`src/rtl/gb_stream_host.sv`:
```
// Byte-stream command channel to single-word ghostbus write/read master.
// Latency: write strobe 1 cycle after last data byte; first response byte RD_LAT+1 cycles after last address byte.
// Backpressure: in_ready drops outside IDLE/ADDR/WDATA; response bytes hold while out_ready is low.
module gb_stream_host #(
    parameter int AW     = 24,
    parameter int DW     = 32,
    parameter int RD_LAT = 1
) (
    input  logic          clk,
    input  logic          rst_n,
    input  logic [7:0]    in_data,
    input  logic          in_valid,
    output logic          in_ready,
    output logic [7:0]    out_data,
    output logic          out_valid,
    input  logic          out_ready,
    output logic [AW-1:0] gb_addr,
    output logic [DW-1:0] gb_dout,
    input  logic [DW-1:0] gb_din,
    output logic          gb_we,
    output logic [7:0]    err_cnt,
    output logic          busy
);
    localparam int ABYTES = (AW + 7) / 8;
    localparam int DBYTES = DW / 8;
    localparam logic [7:0] A_LAST = 8'(ABYTES - 1);
    localparam logic [7:0] D_LAST = 8'(DBYTES - 1);
    localparam logic [7:0] L_LAST = 8'(RD_LAT - 1);

    typedef enum logic [2:0] {
        S_IDLE,
        S_ADDR,
        S_WDATA,
        S_WRITE,
        S_RWAIT,
        S_RESP
    } state_t;

    state_t        state, state_nxt;
    logic [7:0]    cnt;
    logic          wr_flag;
    logic [AW-1:0] addr_sr;
    logic [DW-1:0] data_sr;
    logic [DW-1:0] resp_sr;
    logic [AW-1:0] addr_nxt;
    logic [DW-1:0] data_nxt;
    logic          acc;
    logic          op_wr;
    logic          op_rd;

    assign acc      = in_valid & in_ready;
    assign op_wr    = (in_data == 8'h01);
    assign op_rd    = (in_data == 8'h02);
    // Casting drops the high bits of the first byte when AW/DW is not byte-aligned.
    assign addr_nxt = AW'({addr_sr, in_data});
    assign data_nxt = DW'({data_sr, in_data});

    always_ff @(posedge clk or negedge rst_n) begin
        if (!rst_n) state <= S_IDLE;
        else        state <= state_nxt;
    end

    always_comb begin
        state_nxt = state;
        gb_we     = 1'b0;
        out_valid = 1'b0;
        busy      = (state != S_IDLE);
        out_data  = resp_sr[DW-1 -: 8];
        case (state)
            S_IDLE:  if (acc && (op_wr || op_rd)) state_nxt = S_ADDR;
            S_ADDR:  if (acc && cnt == A_LAST) state_nxt = wr_flag ? S_WDATA : S_RWAIT;
            S_WDATA: if (acc && cnt == D_LAST) state_nxt = S_WRITE;
            S_WRITE: begin
                gb_we     = 1'b1;
                state_nxt = S_IDLE;
            end
            S_RWAIT: if (cnt == L_LAST) state_nxt = S_RESP;
            S_RESP: begin
                out_valid = 1'b1;
                if (out_ready && cnt == D_LAST) state_nxt = S_IDLE;
            end
            default: state_nxt = S_IDLE;
        endcase
    end

    always_ff @(posedge clk or negedge rst_n) begin
        if (!rst_n) begin
            in_ready <= 1'b0;
            cnt      <= '0;
            wr_flag  <= 1'b0;
            addr_sr  <= '0;
            data_sr  <= '0;
            resp_sr  <= '0;
            gb_addr  <= '0;
            gb_dout  <= '0;
            err_cnt  <= '0;
        end else begin
            // Registered from next state so the cycle after a command's last byte is already blocked.
            in_ready <= (state_nxt == S_IDLE) || (state_nxt == S_ADDR) || (state_nxt == S_WDATA);
            case (state)
                S_IDLE: begin
                    cnt     <= '0;
                    addr_sr <= '0;
                    data_sr <= '0;
                    if (acc) begin
                        if (op_wr)                  wr_flag <= 1'b1;
                        else if (op_rd)             wr_flag <= 1'b0;
                        else if (err_cnt != 8'hFF)  err_cnt <= err_cnt + 8'd1;
                    end
                end
                S_ADDR: if (acc) begin
                    if (cnt == A_LAST) begin
                        cnt     <= '0;
                        gb_addr <= addr_nxt;
                    end else begin
                        cnt     <= cnt + 8'd1;
                        addr_sr <= addr_nxt;
                    end
                end
                S_WDATA: if (acc) begin
                    if (cnt == D_LAST) begin
                        cnt     <= '0;
                        gb_dout <= data_nxt;
                    end else begin
                        cnt     <= cnt + 8'd1;
                        data_sr <= data_nxt;
                    end
                end
                S_RWAIT: begin
                    if (cnt == L_LAST) begin
                        cnt     <= '0;
                        resp_sr <= gb_din;
                    end else begin
                        cnt     <= cnt + 8'd1;
                    end
                end
                S_RESP: if (out_ready) begin
                    resp_sr <= resp_sr << 8;
                    cnt     <= (cnt == D_LAST) ? 8'd0 : cnt + 8'd1;
                end
                default: ;
            endcase
        end
    end
endmodule

```
`config.mk`:
```
export PLATFORM = sky130hd
export DESIGN_NAME = gb_stream_host
export DESIGN_NICKNAME = d
export VERILOG_FILES = /design/src/rtl/gb_stream_host.sv
export SDC_FILE = /design/constraint.sdc
export NUM_CORES = 1
export LEC_CHECK = 0
export BUFFER_PORTS_ARGS = -buffer_cell sky130_fd_sc_hd__buf_2
export CAP_MARGIN = 20
export CORE_MARGIN = 4
export CORE_UTILIZATION = 36
export CTS_BUF_LIST = sky130_fd_sc_hd__clkbuf_2 sky130_fd_sc_hd__clkbuf_4 sky130_fd_sc_hd__clkbuf_8
export CTS_CLUSTER_SIZE = 10
export DETAILED_ROUTE_END_ITERATION = 8
export SLEW_MARGIN = 25
export SYNTH_ARGS = -nofsm -noshare
export SYNTH_HDL_FRONTEND = slang
export SYNTH_SLANG_ARGS = --single-unit
```
`constraint.sdc`:
```
create_clock -name clk -period 2.2 [get_ports clk]
set_clock_uncertainty 0.2 [all_clocks]
set_input_delay 0.11 -clock clk [delete_from_list [all_inputs] [get_ports clk]]
set_output_delay 0.11 -clock clk [all_outputs]
set_load 0.01 [all_outputs]
```
# == Word-level counts from Yosys, hierarchy flattened ==
# Cells that the tools add are included.
# Widths: inputs -> output; s select.
# word_totals
reg_bits,149
latchBits,0
ram_bits,0
rom_bits,0
input_bits,44
out_inout_bits,76
n_memories,0
# op_classes
addsub,2
mul,0
div,0
n_lt_le_gt_ge,0
n_eq_ne,18
shifts,0
muxes,27
n_bitwise,3
n_reduce_logical,24
# ops
operator,n
$mux 32,2
$pmux 32 s2,1
$mux 24,2
$mux 8,6
$pmux 24 s2,1
$pmux 8 s5,1
$mux 16,2
$pmux 16 s2,1
$eq 8x2->1 const B,3
$mux 3,6
$reduce_and 3->1,6
$add 8x1->8 const B,2
$pmux 3 s5,1
$ne 2x2->1 const B,6
$eq 3x2->1 const B,3
$eq 8x1->1 const B,1
$logic_not 8->1,1
$ne 8x8->1 const B,1
$reduce_bool 2->1,4
$eq 3x1->1 const B,2
$eq 3x3->1 const B,2
$logic_not 3->1,2
$reduce_and 5->1,1
$reduce_bool 5->1,1
other kinds (7),16

# == Longest topological paths before layout ==
# Gate-level depths: netlist of the first run.
# logic_depth
depth_word,8
mapped_depth,7
mapped_depth_nobuf,6

# == Least setup slack after synthesis of the first run ==
# No wires, ideal clock.
# synth_path
kind,register to register
start,register cnt[4]
end,register gb_addr[0]
arrival_ns,1.976
path_slack_ns,-0.101
path_stages_with_launch,6
n_path_buf,1
path_cell_list,dfrtp_1 nor4_4 nand4_4 nor3_4 buf_6 mux2_2
# synth_between
elab_chain_cells,2
# synth_lines
element,line_no,rtl
start: declaration,40,logic [7:0] cnt;
start signal: assignment,116,cnt <= cnt + 8'd1;
start signal: assignment,125,cnt <= cnt + 8'd1;
start signal: assignment,134,cnt <= cnt + 8'd1;
$eq 8x2->1,112,if (cnt == A_LAST) begin
$reduce_and 3->1 (no source line),n/a,
end signal: assignment,114,gb_addr <= addr_nxt;
end: declaration,17,"output logic [AW-1:0] gb_addr,"
# No other way between the ends.
# A chain may end at the register's enable or synchronous reset.

# == Worst setup path in the final report of the first run ==
# layout_path
start,register cnt[0]
end,register cnt[2]
# layout_between
elab_chain_cells,4
elab_cells_between_ends,11
# layout_lines
element,line_no,rtl
$add 8x1->8 (tied with other cells),n/a,
"$mux 8, on equally long branches","121, 139, 112",
"$mux 8, on equally long branches","137, 111, 120",
$pmux 8 s5 *,100,case (state)
# Mark *: on every way between the ends. The rest lies on a longest branch, timed or not. The select of a mux whose other input is x is not followed.

==> flow_metrics.tcl, run 1 <==
set metrics [dict create \
    status "finished clean" \
    final_core_util_pct 48.5 \
    comb_power_share_pct 9.7 \
    internal_power_consumption_mw 4.34 \
    crit_end "cnt[2]" \
    postPlaceCellArea_um2 7720 \
    synth.yosys.seq_area_share_pct 56.9 \
    totalWireLength_um 15400 \
    clock_insertion_delay_worst_skew_ns 0.44 \
    timing.critical_path.arrival_ns 2.28 \
    dr.first_iter.drc_count 220 \
    synth_top_flop_cell "dfrtp_1" \
    final_area_um2 8680 \
    cts-root-buf "clkbuf_8" \
    total_switching_power_mw 1.42 \
    cp-start-kind "register" \
    drtAntennaViolNets 0 \
    grt_start_max_net_pins 57 \
    cellLeakagePower_nw 4.40 \
    cap_viol_max_count 0 \
    setup.worst_path.start "cnt[0]" \
    critPathMaxStageDelay_ns 0.38 \
    worst_r2r_path_depth 6 \
    ys_seq_elements 149 \
    fmax_mhz 462 \
    grt_pass1_vias 4825 \
    synth.top_cell.area_share_pct 56.9 \
    slew-limit-headroom_pct 53.5 \
    ys_top_cells_by_area "dfrtp_1, mux2_2, a22o_1" \
    wire_length_per_cell_um 16.6 \
    largest_vdd_supply_drop_uv 388 \
    fp.dieArea_um2 20400 \
    drt_drc_violations_left 0 \
    grt_antenna_before_repair 0 \
    place.detailed.instances 848 \
    synth_enable_flop_cells 0 \
    post_synthesis_mean_instance_area_um2 13.3 \
    drtPass1Iterations 4 \
    critPathRequiredTime_ns 2.32 \
    dp_hpwl_um 10600 \
    worst_setup_path_end_kind "register" \
    num_rows 49 \
    synth.largest_area_cell "dfrtp_1" \
    power.density_nw_per_um2 664 \
    vias 4587 \
    cts_max_path_buffers 2 \
    hold_path.class "in2reg" \
    r2r_start "cnt[0]" \
    fp.coreArea_um2 17900 \
    globalRouteOverflowTotal 0 \
    hold_violations 0 \
    path_class "reg2reg" \
    n_antenna_cell 0 \
    nets 734 \
    tritoncts "done" \
    port_buffers 119 \
    clock-sinks 149 \
    power_switching_share_pct 24.7 \
    hold_slack_ns 0.120 \
    r2r-end "cnt[2]" \
    via_cell_ratio 4.95 \
    finalCritPeriodShare_pct 98.3 \
    gp_congestion 0.781 \
    finalSetupViolCount 0 \
    synth_cell_type_count 53 \
    critPathSlowestCell "dfrtp_1" \
    crit_chain "inv_1, ha_1, mux2_2, a311oi_4, o21ai_1, o311ai_1" \
    grt_first_pass_wirelength_um 25100 \
    count_of_pins_over_their_slew_limit 0 \
    power.total_mw 5.76 \
    clock_group_share_of_total_power_pct 41.0 \
    seq_pwr_share_pct 49.4 \
    instances_no_fill 927 \
    max_slew.worst_pin.slew_ns 0.695 \
    clkSlewWorstSetupHoldPaths_ns 0.08 \
    mostFrequentLayoutCell "dfrtp_1" \
    syn2layout_area_growth_pct 32.4 \
    worst-path-max-fanout 4 \
    htree_levels 4 \
    die-height_um 143 \
    r2r_setup_slack_ns 0.04 \
    die_width_um 143 \
    mappedNetlistArea_um2 6550 \
    grt.total_usage_pct 15.4 \
    synth_nets 539 \
    finalWorstPathRequiredPeriod_ns 2.16 \
    cts_made_buffers 17 \
    top_level_ports 120 \
    post_synth_inst_count 491 \
    asyncSetResetFlopFracSynth_pct 100 \
    drive_gt1_share_pct 45.1 \
    initial_utilization_pct 36.6 \
    synth-warning-count 0 \
    num-fill-cells 1593 \
    layout_common_cells "dfrtp_1, buf_2, mux2_2, dlygate4sd3_1, nand2_1" \
]
==> through the flow <==
step                      setup WS (ns)  TNS [ns]
final                            0.0368         0
after global placement          -0.0665     -3.52
after floorplan                 -0.0777     -2.63
after CTS                       0.00160         0
after detailed placement         -0.108     -6.01
after global routing            -0.0676   -0.0678
==> layout make-up <==
class | instances | area [µm²] | share of cell area, %
Inverter | 22 | 82.6 | 0.952
Sequential cell | 149 | 3730 | 43.0
Clock inverter | 12 | 190 | 2.19
Multi-Input combinational cell | 291 | 2670 | 30.8
Tap cell | 229 | 287 | 3.30
Timing Repair Buffer | 205 | 1460 | 16.9
Clock buffer | 19 | 255 | 2.94
==> metal layers <==
metal / part of all wire [%] / routed length, µm / GRT usage, % / vias to the layer above
li1: - / - / - / 2148
met1: 44 / 6740 / 19.8 / 2327
met2: 51 / 7840 / 26.2 / 90
met3: 3.5 / 536 / 3.05 / 22
met4: 1.6 / 249 / 5.30 / 0
met5: 0 / 0 / 0 / -
==> cells in the mapped netlist, types with 3 or more instances <==
library cell  number
dfrtp_1          149
and2_1             5
ha_1               4
inv_1             22
buf_6              6
xnor2_1            8
nand2_1           37
clkbuf_1           7
o21ai_0            4
nand3_1           10
mux2_2           105
a21oi_1            3
buf_4              9
buf_2              7
nor2_1             8
mux2i_1           16
o211ai_1          10
a22o_1            33
==> flip-flops by register name (all words and copies together), names as in the netlist <==
signal and cells:
resp_sr 32, wr_flag 1, state 3, in_ready 1
gb_addr 24, gb_dout 32, addr_sr 16, data_sr 24
cnt 8, err_cnt 8
==> worst min path at each step <==
stage,from,endpoint,depth (start not counted)
global placement,rst_n,resp_sr[30],1
CTS,in_valid,err_cnt[6],6
detailed placement,rst_n,resp_sr[22],1
finish,in_valid,err_cnt[6],6
floorplan,rst_n,addr_sr[0],0
global route,in_valid,err_cnt[4],6
==> cell families (layout without fill, tap and decap cells) <==
group                    after synthesis  count (layout)  synth area share [%]
AND/OR/NAND/NOR                       85              85                  7.14
adder cells (fa/ha/maj)                4               4                 0.764
multiplexers                         123             123                  20.8
buffers and inverters                 51             258                  4.26
flip-flops                           149             149                  56.9
XOR/XNOR                               9               9                  1.20
AO/OA/AOI/OAI                         70              70                  8.90
==> repair_timing <==
action | in CTS | in global routing
hold buffers | 43 | 0
gates resized for setup | 3 | 6
endpoints found under the hold margin | 215 | 0
setup endpoints to repair | 95 | 53
pin swaps | 1 | 1
setup buffers | 2 | 3
==> critical path, delay by kind of cell, from the launching register on <==
kind	cells	cell delay [ns]
AOI/OAI and AO/OA	3	0.86
DFF	1	0.38
muxes	1	0.30
adders and majority gates	1	0.23
buffers and inverters	1	0.07
==> power by group through the flow <==
stage               Sequential, mW  Clock [mW]  Combinational (mW)
CTS                           2.84        2.43               0.551
finish                        2.85        2.36               0.558
global route                  2.85        2.54               0.616
detailed placement            2.89           0               0.483
global placement              2.89           0               0.462
floorplan                     2.91           0               0.202
Power figures use the tool's default switching activity.
==> run 2: changes to the inputs <==
Clock period 2.2 ns to 2.4 ns, I/O delays scaled along.
==> flow_metrics.tcl, run 2 (same netlist as run 1, synthesis figures left out) <==
set metrics [dict create \
    status "finished clean" \
    critPathRequiredTime_ns 2.52 \
    power.density_nw_per_um2 617 \
    wire_length_per_cell_um 16.3 \
    fp.dieArea_um2 20400 \
    path_class "reg2reg" \
    layout_common_cells "dfrtp_1, buf_2, mux2_2, dlygate4sd3_1, nand2_1" \
    drtAntennaViolNets 0 \
    gp_congestion 0.804 \
    final.setup.tns_ns 0 \
    grt.total_usage_pct 14.9 \
    initial_utilization_pct 36.6 \
    critPathMaxStageDelay_ns 0.47 \
    slew-limit-headroom_pct 47.5 \
    timing.critical_path.arrival_ns 2.35 \
    cts_made_buffers 17 \
    power.total_mw 5.13 \
    final_area_um2 8320 \
    fmax_mhz 448 \
    largest_vdd_supply_drop_uv 332 \
    postPlaceCellArea_um2 7440 \
    worst-path-max-fanout 24 \
    globalRouteOverflowTotal 0 \
    finalSetupViolCount 0 \
    num_rows 49 \
    tritoncts "done" \
    final_core_util_pct 46.5 \
    cp-start-kind "register" \
    die-height_um 143 \
    layout_setup_ws_ns 0.169 \
    clkSlewWorstSetupHoldPaths_ns 0.09 \
    via_cell_ratio 4.99 \
    clock_insertion_delay_worst_skew_ns 0.43 \
    finalWorstPathRequiredPeriod_ns 2.23 \
    grt_antenna_before_repair 0 \
    totalWireLength_um 14800 \
    cap_viol_max_count 0 \
    drive_gt1_share_pct 43.2 \
    mostFrequentLayoutCell "dfrtp_1" \
    drt_drc_violations_left 0 \
    port_buffers 119 \
    syn2layout_area_growth_pct 27.0 \
    cts-root-buf "clkbuf_8" \
    grt_start_max_net_pins 150 \
    hold_violations 0 \
    hold_path.class "in2reg" \
    count_of_pins_over_their_slew_limit 0 \
    num-fill-cells 1646 \
    clock-sinks 149 \
    dr.first_iter.drc_count 257 \
    nets 708 \
    dp_hpwl_um 10000 \
    instances_no_fill 903 \
    hold_slack_ns 0.119 \
    post-place-ws_ns 0.126 \
    die_width_um 143 \
    finalCritPeriodShare_pct 93.0 \
    htree_levels 4 \
    top_level_ports 120 \
    cts_max_path_buffers 2 \
    reg.largest.list "gb_dout x32, resp_sr x32" \
    place.detailed.instances 827 \
    fp.coreArea_um2 17900 \
    max_slew.worst_pin.slew_ns 0.788 \
    crit_chain "nor4_4, buf_4, nand4_4, nor3_4, buf_12, mux2_2" \
    grt_first_pass_wirelength_um 24200 \
    grt_setup_unrepaired "false" \
    worst_setup_path_end_kind "register" \
    grt_pass1_vias 4630 \
    cellLeakagePower_nw 4.20 \
    vias 4504 \
    drtPass1Iterations 4 \
    critPathSlowestCell "dfrtp_1" \
]
[run 2: layout make-up]
| cell class | instances | area, µm² | area share [%] |
|---|---|---|---|
| multi-input cells | 291 | 2560 | 30.8 |
| flip-flops and latches | 149 | 3730 | 44.8 |
| well taps | 229 | 287 | 3.44 |
| repair buffers | 179 | 1220 | 14.7 |
| clock buffers | 18 | 248 | 2.98 |
| clock inverters | 14 | 189 | 2.27 |
| diodes | 1 | 2.50 | 0.0301 |
| inverters | 22 | 82.6 | 0.992 |
[run 2: repair_timing]
| action | 4_1_cts | 5_1_grt |
|---|---|---|
| setup buffers | 0 | 0 |
| resized for setup | 0 | 4 |
| endpoints found under the hold margin | 215 | 0 |
| hold buffers | 43 | 0 |
| endpoints found under the setup margin | 0 | 4 |
[run 2: worst paths after layout]
| path | cells past startpoint | slack (ns) | startpoint | endpoint |
|---|---|---|---|---|
| min | 6 | 0.12 | in_valid | err_cnt[2] |
| max reg2reg | 6 | 0.17 | cnt[4] | gb_addr[10] |
| min reg2reg | 1 | 0.29 | gb_addr[7] | gb_addr[7] |
| max in group asynchronous | 3 | 1.27 | rst_n | cnt[0] |
| max | 6 | 0.17 | cnt[4] | gb_addr[10] |
| min in group asynchronous | 3 | 0.17 | rst_n | gb_dout[22] |
[run 2: per-layer routing]
| layer | track usage [%] | vias up | wire (µm) |
|---|---|---|---|
| li1 | - | 2103 | - |
| met2 | 25.0 | 103 | 7760 |
| met4 | 4.20 | 0 | 113 |
| met5 | 0 | - | 0 |
| met3 | 3.58 | 8 | 620 |
| met1 | 19.4 | 2290 | 6270 |
[run 2: power by group]
part | leakage, nW | total [mW] | switching, mW | internal, mW
registers | 1.99 | 2.63 | 0.0786 | 2.56
logic | 1.99 | 0.386 | 0.211 | 0.175
clock network | 0.209 | 2.11 | 1.02 | 1.09
[run 2: critical path: cells and delay by family (launching register included)]
| family | cells | cell delay (ns) |
|---|---|---|
| buf+inv | 2 | 0.44 |
| flops | 1 | 0.47 |
| mux | 1 | 0.35 |
| simple gates | 3 | 0.65 |
==> run 3: changes to the inputs <==
Settings changed: CORE_MARGIN 4 to unset, TNS_END_PERCENT set to 50.
==> flow_metrics.tcl, run 3 (same netlist as run 1, synthesis figures left out) <==
set metrics [dict create \
    num_rows 48 \
    timing.critical_path.arrival_ns 2.43 \
    drtPass1Iterations 4 \
    grt_setup_unrepaired "false" \
    cellLeakagePower_nw 4.24 \
    critPathRequiredTime_ns 2.54 \
    grt_first_pass_wirelength_um 23800 \
    worst_setup_path_end_kind "register" \
    total_switching_power_mw 1.38 \
    dp_hpwl_um 9620 \
    worst-path-max-fanout 5 \
    grt.total_usage_pct 16.7 \
    drt_drc_violations_left 0 \
    fmax_mhz 436 \
    mostFrequentLayoutCell "dfrtp_1" \
    final.setup.tns_ns 0 \
    worst_r2r_path_depth 6 \
    clock_insertion_delay_worst_skew_ns 0.45 \
    status "finished clean" \
    reg.largest.list "gb_dout x32, resp_sr x32" \
    grt_start_max_net_pins 55 \
    internal_power_consumption_mw 3.71 \
    seq_pwr_share_pct 51.7 \
    fp.coreArea_um2 17500 \
    clock_group_share_of_total_power_pct 40.3 \
    hold_violations 0 \
    cts_max_path_buffers 2 \
    layout_common_cells "dfrtp_1, buf_2, mux2_2, dlygate4sd3_1, nand2_1" \
    final_core_util_pct 47.7 \
    die-height_um 137 \
    via_cell_ratio 5.00 \
    clock-sinks 149 \
    place.detailed.instances 827 \
    cap_viol_max_count 0 \
    cp-start-kind "primary input" \
    initial_utilization_pct 37.4 \
    power_switching_share_pct 27.1 \
    hold_path.class "in2async" \
    largest_vdd_supply_drop_uv 300 \
    cts-root-buf "clkbuf_8" \
    instances_no_fill 905 \
    globalRouteOverflowTotal 0 \
    drive_gt1_share_pct 43.4 \
    slew-limit-headroom_pct 52.0 \
    grt_antenna_before_repair 1 \
    path_class "in2reg" \
    r2r_start "cnt[0]" \
    finalSetupViolCount 0 \
    totalWireLength_um 14800 \
    nets 714 \
    r2r-end "cnt[2]" \
    port_buffers 119 \
    dr.first_iter.drc_count 185 \
    htree_levels 4 \
    syn2layout_area_growth_pct 27.6 \
    finalWorstPathRequiredPeriod_ns 2.30 \
    top_level_ports 120 \
    finalCritPeriodShare_pct 95.7 \
    vias 4521 \
    drtAntennaViolNets 0 \
    die_width_um 137 \
    gp_congestion 0.836 \
    comb_power_share_pct 7.9 \
    cts_made_buffers 17 \
    clkSlewWorstSetupHoldPaths_ns 0.09 \
    r2r_setup_slack_ns 0.13 \
    power.total_mw 5.10 \
    hold_slack_ns 0.0377 \
    grt_pass1_vias 4592 \
    wire_length_per_cell_um 16.3 \
    power.density_nw_per_um2 610 \
    count_of_pins_over_their_slew_limit 0 \
    tritoncts "done" \
    max_slew.worst_pin.slew_ns 0.718 \
    post_cts_buffers 0 \
    fp.dieArea_um2 18700 \
]
## run 3: cell count changes in the layout (fill, tap and decap cells not counted), sizes merged
| cell | delta |
|---|---|
| buf | +5 |
| bufinv | -1 |
| dlygate4sd3 | +1 |
| clkbuf | -1 |
| inv | +1 |
| clkinvlp | -4 |
| clkinv | +5 |
## run 3: stage by stage
step | cell area, µm² | setup WS [ns]
floorplan | 6550 | 0.0990
detailed placement | 7480 | 0.0444
global route | 8360 | 0.0121
finish | 8360 | 0.104
CTS | 8360 | 0.0546
global placement | 7470 | 0.119
## run 3: what timing repair did
| item | in CTS | in global routing |
|---|---|---|
| gates resized for setup | 0 | 3 |
| hold endpoints to repair | 217 | 0 |
| setup endpoints to repair | 0 | 26 |
| hold buffers | 45 | 0 |
## run 3: power by group through the flow
stage	combinational, mW	clock, mW	sequential [mW]
floorplan	0.180	0	2.67
global placement	0.328	0	2.68
detailed placement	0.342	0	2.68
CTS	0.403	2.13	2.63
global route	0.445	2.24	2.65
finish	0.404	2.06	2.64
## run 3: worst max path at each step
| stage | start | endpoint | slack, ns |
|---|---|---|---|
| after floorplan | cnt[4] | gb_addr[0] | 0.1 |
| after global placement | cnt[0] | data_sr[6] | 0.12 |
| after detailed placement | cnt[0] | cnt[2] | 0.04 |
| after CTS | cnt[0] | data_sr[17] | 0.05 |
| after global routing | cnt[0] | cnt[7] | 0.01 |
| final | in_data[7] | wr_flag | 0.10 |
## run 3: routing by layer
metal	vias up	wire, µm	track usage, %
met2	111	6950	26.2
li1	2111	-	-
met3	24	674	4.52
met4	0	344	7.02
met5	-	0	0
met1	2275	6800	21.9
## run 3: cell type report
| cell class | count | area [µm²] |
|---|---|---|
| Clock buffer | 17 | 234 |
| Timing Repair Buffer | 185 | 1280 |
| Inverter | 22 | 82.6 |
| Tap cell | 225 | 282 |
| Sequential cell | 149 | 3730 |
| Fill cell | 1596 | 9180 |
| Antenna cell | 1 | 2.50 |
| Multi-Input combinational cell | 291 | 2560 |
| Clock inverter | 15 | 185 |
## run 3: worst max-delay path: stages
cell           delay [ns]
dlygate4sd3_1        0.54
buf_2                0.18
nor4_1               0.51
and4_1               0.32
nor2b_1              0.14
o22ai_1              0.07
dlygate4sd3_1        0.55
